[src/rtl/alu_op_issue.sv]
// alu_op_issue: sequential issue front end for the RV32I ALU.
// It decodes one instruction into an ALU opcode and operand select, then
// issues it over a valid/ready handshake. For a branch it waits for the
// ALU compare flags and reports the resolved outcome as a one-cycle pulse.
module alu_op_issue #(
    parameter int XLEN = 32
) (
    input  logic            clk,
    input  logic            rst_n,
    input  logic            in_valid,
    output logic            in_ready,
    input  logic [XLEN-1:0] instr,
    output logic            out_valid,
    input  logic            out_ready,
    output logic [2:0]      alu_opcode,
    output logic            alu_src_imm,
    output logic            is_branch,
    input  logic            flags_valid,
    input  logic            zero_flag,
    input  logic            sign_flag,
    output logic            branch_valid,
    output logic            branch_taken,
    output logic            illegal
);

    // Major opcodes accepted by this block.
    localparam logic [6:0] OPC_OP     = 7'b0110011;
    localparam logic [6:0] OPC_OP_IMM = 7'b0010011;
    localparam logic [6:0] OPC_LUI    = 7'b0110111;
    localparam logic [6:0] OPC_LOAD   = 7'b0000011;
    localparam logic [6:0] OPC_STORE  = 7'b0100011;
    localparam logic [6:0] OPC_BRANCH = 7'b1100011;

    // ALU opcodes. For ADD/SLL/XOR/SRL/OR/AND the encoding equals the
    // RV32I funct3 of that operation, which the decoder relies on.
    localparam logic [2:0] ALU_ADD    = 3'b000;
    localparam logic [2:0] ALU_SUB    = 3'b010;
    localparam logic [2:0] ALU_PASS_B = 3'b011;

    typedef enum logic [1:0] {
        IDLE       = 2'd0,
        ISSUE      = 2'd1,
        WAIT_FLAGS = 2'd2
    } state_t;

    state_t state, state_next;

    logic [6:0] op;
    logic [2:0] f3;
    logic       f7b5;

    logic       dec_legal;
    logic [2:0] dec_opcode;
    logic       dec_imm;
    logic       dec_branch;

    logic [2:0] funct3_q;
    logic       accept;
    logic       resolve;
    logic       cond_taken;

    assign op   = instr[6:0];
    assign f3   = instr[14:12];
    assign f7b5 = instr[30];

    // Handshake outputs are pure functions of state so reset takes effect
    // without waiting for a clock edge.
    assign in_ready  = (state == IDLE);
    assign out_valid = (state == ISSUE);

    assign accept  = in_ready && in_valid;
    assign resolve = (state == WAIT_FLAGS) && flags_valid;

    // Decode the presented instruction into ALU controls and a legality bit.
    always_comb begin
        // NOTE: every output gets a default first so no path leaves it
        // unassigned; otherwise synthesis infers a latch.
        dec_legal  = 1'b0;
        dec_opcode = ALU_ADD;
        dec_imm    = 1'b0;
        dec_branch = 1'b0;
        case (op)
            OPC_OP: begin
                dec_opcode = f3;
                // funct3 010/011 (SLT/SLTU) and SRA have no ALU support.
                dec_legal  = (f3[2:1] != 2'b01) && !(f3 == 3'b101 && f7b5);
                if (f3 == 3'b000 && f7b5) begin
                    dec_opcode = ALU_SUB;
                end
            end
            OPC_OP_IMM: begin
                dec_opcode = f3;
                dec_imm    = 1'b1;
                // Shift-immediates need funct7[5]=0 (SRAI is unsupported).
                dec_legal  = (f3[2:1] != 2'b01) &&
                             !((f3[1:0] == 2'b01) && f7b5);
            end
            OPC_LUI: begin
                dec_opcode = ALU_PASS_B;
                dec_imm    = 1'b1;
                dec_legal  = 1'b1;
            end
            OPC_LOAD, OPC_STORE: begin
                dec_opcode = ALU_ADD;
                dec_imm    = 1'b1;
                dec_legal  = 1'b1;
            end
            OPC_BRANCH: begin
                dec_opcode = ALU_SUB;
                dec_branch = 1'b1;
                // BEQ/BNE/BLT/BGE all have funct3[1]=0; BLTU/BGEU are out.
                dec_legal  = !f3[1];
            end
            default: begin
                dec_legal = 1'b0;
            end
        endcase
    end

    // Branch condition from the funct3 latched at issue time.
    always_comb begin
        cond_taken = 1'b0;
        case (funct3_q)
            3'b000:  cond_taken = zero_flag;
            3'b001:  cond_taken = !zero_flag;
            3'b100:  cond_taken = sign_flag;
            3'b101:  cond_taken = !sign_flag;
            default: cond_taken = 1'b0;
        endcase
    end

    // Next-state logic for the IDLE -> ISSUE -> (WAIT_FLAGS) -> IDLE walk.
    always_comb begin
        state_next = state;
        case (state)
            IDLE: begin
                if (accept && dec_legal) begin
                    state_next = ISSUE;
                end
            end
            ISSUE: begin
                if (out_ready) begin
                    state_next = is_branch ? WAIT_FLAGS : IDLE;
                end
            end
            WAIT_FLAGS: begin
                if (flags_valid) begin
                    state_next = IDLE;
                end
            end
            default: begin
                state_next = IDLE;
            end
        endcase
    end

    // State register.
    always_ff @(posedge clk or negedge rst_n) begin
        // NOTE: sequential state uses non-blocking assignments so every
        // register samples its inputs from before the edge.
        if (!rst_n) begin
            state <= IDLE;
        end else begin
            state <= state_next;
        end
    end

    // Issue registers: loaded only on a legal accept, so they stay stable
    // for the whole time out_valid is held.
    always_ff @(posedge clk or negedge rst_n) begin
        if (!rst_n) begin
            alu_opcode  <= ALU_ADD;
            alu_src_imm <= 1'b0;
            is_branch   <= 1'b0;
            funct3_q    <= 3'b000;
        end else if (accept && dec_legal) begin
            alu_opcode  <= dec_opcode;
            alu_src_imm <= dec_imm;
            is_branch   <= dec_branch;
            funct3_q    <= f3;
        end
    end

    // One-cycle pulses for branch resolution and dropped instructions.
    always_ff @(posedge clk or negedge rst_n) begin
        if (!rst_n) begin
            branch_valid <= 1'b0;
            branch_taken <= 1'b0;
            illegal      <= 1'b0;
        end else begin
            branch_valid <= resolve;
            illegal      <= accept && !dec_legal;
            if (resolve) begin
                branch_taken <= cond_taken;
            end
        end
    end

endmodule
[config.mk]
export PLATFORM = sky130hd
export DESIGN_NAME = alu_op_issue
export DESIGN_NICKNAME = d
export VERILOG_FILES = /design/src/rtl/alu_op_issue.sv
export SDC_FILE = /design/constraint.sdc
export NUM_CORES = 1
export LEC_CHECK = 0
export CORE_MARGIN = 1
export CORE_UTILIZATION = 37
export CTS_CLUSTER_SIZE = 16
export DETAILED_ROUTE_END_ITERATION = 10
export HOLD_SLACK_MARGIN = 0.03
export PLACE_DENSITY_LB_ADDON = 0.3
export SLEW_MARGIN = 40
export SYNTH_ARGS = -nofsm -noshare
export SYNTH_HDL_FRONTEND = slang
export SYNTH_SLANG_ARGS = --single-unit
[constraint.sdc]
create_clock -name clk -period 3.5 [get_ports clk]
set_clock_uncertainty 0.1 [all_clocks]
set_input_delay 0.525 -clock clk [delete_from_list [all_inputs] [get_ports clk]]
set_output_delay 0.525 -clock clk [all_outputs]
set_load 0.005 [all_outputs]
# --- After elaboration in Yosys (flattened, before gate mapping) ---
# Index checks and enable logic that the tools add are counted.
word_totals:
  ff_bits: 13
  elab_cells: 57
classes:
  eq_ne: 17
  n_reduce_logical: 21
  mux: 11
op_table:
  columns: ["operator", "count"]
  rows:
  - ["$eq A7 B6 Y1 const B", 3]
  - ["$pmux W3 S4", 1]
  - ["$eq A3 B3 Y1 const B", 3]
  - ["$logic_and A1 B1 Y1", 9]
  - ["$mux W2", 4]
  - ["$pmux W1 S4", 2]
  - ["$eq A7 B2 Y1 const B", 1]
  - ["$eq A7 B5 Y1 const B", 1]
  - ["$eq A7 B7 Y1 const B", 1]
  - ["$logic_not A1 Y1", 6]
  - ["$logic_not A3 Y1", 2]
  - ["$ne A2 B1 Y1 const B", 3]
  - ["$pmux W2 S3", 1]
  - ["$eq A2 B1 Y1 const B", 2]
  - ["$reduce_or A4 Y1", 1]
  - ["$eq A3 B1 Y1 const B", 1]
  - ["$mux W3", 1]
  - ["$reduce_and A3 Y1", 1]
  - ["$reduce_or A3 Y1", 1]
  - ["$eq A2 B2 Y1 const B", 1]
  - ["$logic_not A2 Y1", 1]
  - ["$mux W1", 2]
  - ["$ne A2 B2 Y1 const B", 1]

# --- Logic depth before layout (Yosys ltp) ---
depth:
  depth_word: 8
  mapped_depth: 4
  mapped_depth_nobuf: 4

# --- Worst setup path before layout ---
# Ideal clock, no wire load.
synth_timing:
  kind: "input to register"
  start: "input port instr[3]"
  end: "register funct3_q[0]"
  t_required_ps: 3275
  setup_ps: 125
  stages: 4
  setup_slack_ps: 1455
  n_path_buf: 0
  arrival_ps: 1820
  path_cell_list: "nand3b_1 > or3_4 > o32ai_4 > mux2_2"
synth_via:
  elab_chain_len: 4
  elab_cells_between_ends: 9
synth_rtl:
  columns: ["element", "line_no", "rtl"]
  rows:
  - ["from (decl)", "12", "input logic [XLEN-1:0] instr,"]
  - ["$eq A7 B2 Y1 / $eq A7 B6 Y1 (equally long branches)", "82", "case (op)"]
  - ["$reduce_or A3 Y1 (no source line)", null, null]
  - ["$pmux W1 S4 (*)", "82", null]
  - ["$logic_and A1 B1 Y1 (*)", "176", "end else if (accept && dec_legal) begin"]
  - ["to (signal assigned)", "175", "funct3_q <= 3'b000;"]
  - ["to (signal assigned)", "180", "funct3_q <= f3;"]
  - ["to (decl)", "57", "logic [2:0] funct3_q;"]
# Every way passes the cells marked *; elsewhere a longest branch is shown, timed or not.
# A chain may end at the register's enable or synchronous reset.

# --- Final worst setup path ---
# Ends and elaborated chain as after synthesis.

==> Flow_metrics.wiki <==
{| class="wikitable"
! Metric !! Value
|-
| Initial detailed-routing violation count || 7
|-
| Number of port buffers || 27
|-
| CTS clock-pin slew for the worst setup and hold paths || 0.08 ns
|-
| Placement row count || 15
|-
| Global-route wire length before repair || 2.48 mm
|-
| Vertical die dimension || 46.0 um
|-
| Power share of the combinational group || 23.2%
|-
| Cell chain of the critical path || clkdlybuf4s50_1 -> nand3b_1 -> or3_4 -> o32ai_4 -> mux2_2
|-
| Peak ir drop on the vdd network || 248 uV
|-
| Cell Count, Final, Fillers Out || 121
|-
| DR vias || 589
|-
| Setup crit start kind || primary input
|-
| Number of antenna-violating nets in the routed design || 0
|-
| Starting utilization of the core area || 40.6%
|-
| Slowest stage delay, CP || 0.51 ns
|-
| Detailed Routing Iterations Pass 1 || 2
|-
| Number of setup violations in the final report || 0
|-
| Max Buffers Root-to-Sink || 2
|-
| Clock latency at the later pin of the worst-skew pair || 0.27 ns
|-
| Placed instance area || 0.00102 mm2
|-
| Number of placed I/O pins || 49
|-
| Share of power burned in registers || 50.3%
|-
| Number of cells after detailed placement || 117
|-
| Slowest library cell on the worst path || sky130_fd_sc_hd__o32ai_4
|-
| Core area || 0.00176 mm2
|-
| Number of distinct library cell variants in the gate-level netlist after synthesis || 24
|-
| Worst Path Class, Setup || primary input to flop
|-
| H-tree Lvls || 1
|-
| Least setup slack across all paths after layout || 1.12 ns
|-
| Post-synth EDFFs || 0
|-
| Net switching share of the total power || 24.6%
|-
| Final clock period utilization by the worst path || 68.0%
|-
| Worst setup slack before clock tree synthesis || 0.841 ns
|-
| Clock share of power || 26.5%
|-
| Antenna violations before repair || 0
|-
| Die outline area || 0.00211 mm2
|-
| Routed wirelength normalized by instance count || 11.9 um
|-
| Post-Synthesis Cell Area || 716 um2
|-
| FF+latch count, synth || 13
|-
| Switching power || 84.6 uW
|-
| Wire length reported by the detailed router || 1.44 mm
|-
| Net count reported at finish || 136
|-
| Run status || completed
|-
| Worst-path fanout max || 9
|-
| Proportion of netlist area held by the largest area contributor || 45.5%
|-
| Setup crit end kind || flop
|-
| Top_reg_cell synth || sky130_fd_sc_hd__dfrtp_1
|-
| Yosys warns || 0
|-
| Average via count per standard cell || 4.87
|-
| Clock period minus worst slack || 2.38 ns
|-
| Setup bufs post-CTS || 0
|-
| Root buffer cell || sky130_fd_sc_hd__clkbuf_4
|-
| Post-DP HPWL || 1.12 mm
|-
| Worst hold slack || 0.412 ns
|-
| Chip Width || 46.0 um
|-
| Synth async-reset ratio || 100%
|-
| Max cap viols || 0
|-
| Type of the most critical hold path || flop to flop
|-
| Total clock buffers created by CTS || 3
|-
| Leading cell types by total area after synthesis || sky130_fd_sc_hd__dfrtp_1 (45%), sky130_fd_sc_hd__mux2_2 (13%), sky130_fd_sc_hd__mux2i_1 (4.2%)
|-
| Number of global-route vias before repair || 580
|-
| Part of the Yosys area used for sequential elements || 45.5%
|-
| Largest net degree at the start of global routing || 14
|-
| CTS Sinks || 13
|-
| Largest area contributor in the synthesized netlist || sky130_fd_sc_hd__dfrtp_1
|-
| Arrival time of data at the critical path endpoint || 2.43 ns
|-
| Final design instance area without fill || 0.00104 mm2
|-
| Number of instances in the synthesized netlist || 65
|-
| Int Power || 259 uW
|-
| Post-route DRC violation count || 0
|-
| Cell area power density || 329 mW/mm2
|-
| Area growth from synthesis to layout || 45.8%
|-
| Final Hold Fails || 0
|-
| Total gr overflow || 0
|-
| Worst Path Required || 3.55 ns
|-
| Worst-case headroom to the max-slew limit || 62.3%
|-
| Count of instances resized after the clock tree is built || 0
|-
| Weighted congestion reported at the end of routability-driven placement || 0.785
|-
| Ant diodes || 0
|-
| Share of cells above drive strength 1 || 16.7%
|-
| Aggregate negative setup slack || 0 ns
|-
| Net Count, Synth || 104
|-
| Setup repair after global routing missed its margin || false
|-
| Clock tree from TritonCTS || built
|-
| Highest attainable clock frequency || 420 MHz
|-
| Post-CTS Hold Buffers || 0
|-
| Number of max-slew violations in the final report || 0
|-
| Actual slew at the worst max-slew pin || 0.563 ns
|-
| Total track usage || 16.9%
|-
| Syn Area/Cell || 11.0 um2
|-
| Static leakage power || 0.000446 uW
|}
cells in the final DEF (no fill, tap or decap), types with 2 or more instances in the layout:
cell | netlist | routed
sky130_fd_sc_hd__mux2_2 | 8 | 8
sky130_fd_sc_hd__nand2b_1 | 3 | 3
sky130_fd_sc_hd__nor2_1 | 6 | 6
sky130_fd_sc_hd__o21bai_1 | 2 | 2
sky130_fd_sc_hd__nand3b_1 | 2 | 2
sky130_fd_sc_hd__dfrtp_1 | 13 | 13
sky130_fd_sc_hd__inv_1 | 5 | 5
sky130_fd_sc_hd__mux2i_1 | 3 | 3
sky130_fd_sc_hd__and3b_1 | 2 | 2
sky130_fd_sc_hd__clkdlybuf4s50_1 | 0 | 27
sky130_fd_sc_hd__clkbuf_4 | 0 | 3
sky130_fd_sc_hd__nand2_1 | 6 | 6
sky130_fd_sc_hd__o22ai_1 | 2 | 2
worst max-delay path: cells and delay by family:
| family | cells | cell delay [ns] |
|---|---|---|
| AO/OA/AOI/OAI | 1 | 0.51 |
| buffers and inverters | 1 | 0.42 |
| multiplexers | 1 | 0.40 |
| AND/OR/NAND/NOR | 2 | 0.59 |
through the flow:
step,power (uW),utilization (%)
6_report,343,59.1
4_1_cts,346,59.1
3_3_place_gp,253,57.7
2_1_floorplan,210,-
5_1_grt,363,59.1
3_5_place_dp,255,57.7
power by group through the flow:
stage / logic (uW) / registers (uW) / clock network (uW)
final: 79.5 / 173 / 91.1
after global routing: 88.2 / 175 / 100
after CTS: 80.5 / 173 / 92.6
after detailed placement: 79.5 / 176 / 0
after global placement: 77.8 / 176 / 0
after floorplan: 34.1 / 176 / 0
synth_stat cells (all sizes together), types with 2 or more instances:
| cell | instances |
|---|---|
| mux2 | 8 |
| inv | 5 |
| o22ai | 2 |
| nand2b | 3 |
| nand3b | 2 |
| nor2 | 6 |
| mux2i | 3 |
| o21bai | 2 |
| and3b | 2 |
| dfrtp | 13 |
| nand2 | 6 |
kinds of logic (layout without fill, tap and decap cells):
group                     Yosys count  count (layout)  synth area share, %
AOI/OAI and AO/OA                  10              10                 12.8
buffers and inverters               5              36                 2.62
and+or+nand+nor                    24              24                 19.9
xor gates and xnor gates            2               2                 2.45
DFF                                13              13                 45.5
muxes                              11              11                 16.8
sequential cells by signal, indices dropped and copies added (netlist names):
register      flops
alu_opcode        3
alu_src_imm       1
branch_taken      1
branch_valid      1
funct3_q          3
illegal           1
is_branch         1
state             2
final cells by class:
type / count / area, um2
clock buffers: 4 / 26.3
fillers: 169 / 721
inverters: 5 / 18.8
multi-input cells: 47 / 372
flip-flops and latches: 13 / 325
well taps: 25 / 31.3
repair buffers: 27 / 270
routing by layer:
layer  routed length [um]  track usage [%]  vias up
met5                    0                0        -
met4                   12             7.06        0
met3                   74             3.57        2
met2                  710             26.5       18
met1                  647             22.3      274
li1                     -                -      295
path summary, 6_finish.rpt:
path | from | endpoint | slack, ns | depth (start not counted)
min in group asynchronous | rst_n | alu_src_imm | 0.51 | 1
min | funct3_q[1] | funct3_q[1] | 0.41 | 1
max | instr[3] | funct3_q[0] | 1.12 | 5
max in group asynchronous | rst_n | alu_opcode[2] | 2.41 | 1
max reg2reg | state[0] | funct3_q[0] | 1.63 | 4
min reg2reg | funct3_q[1] | funct3_q[1] | 0.41 | 1
(Power assumes the default switching activity.)
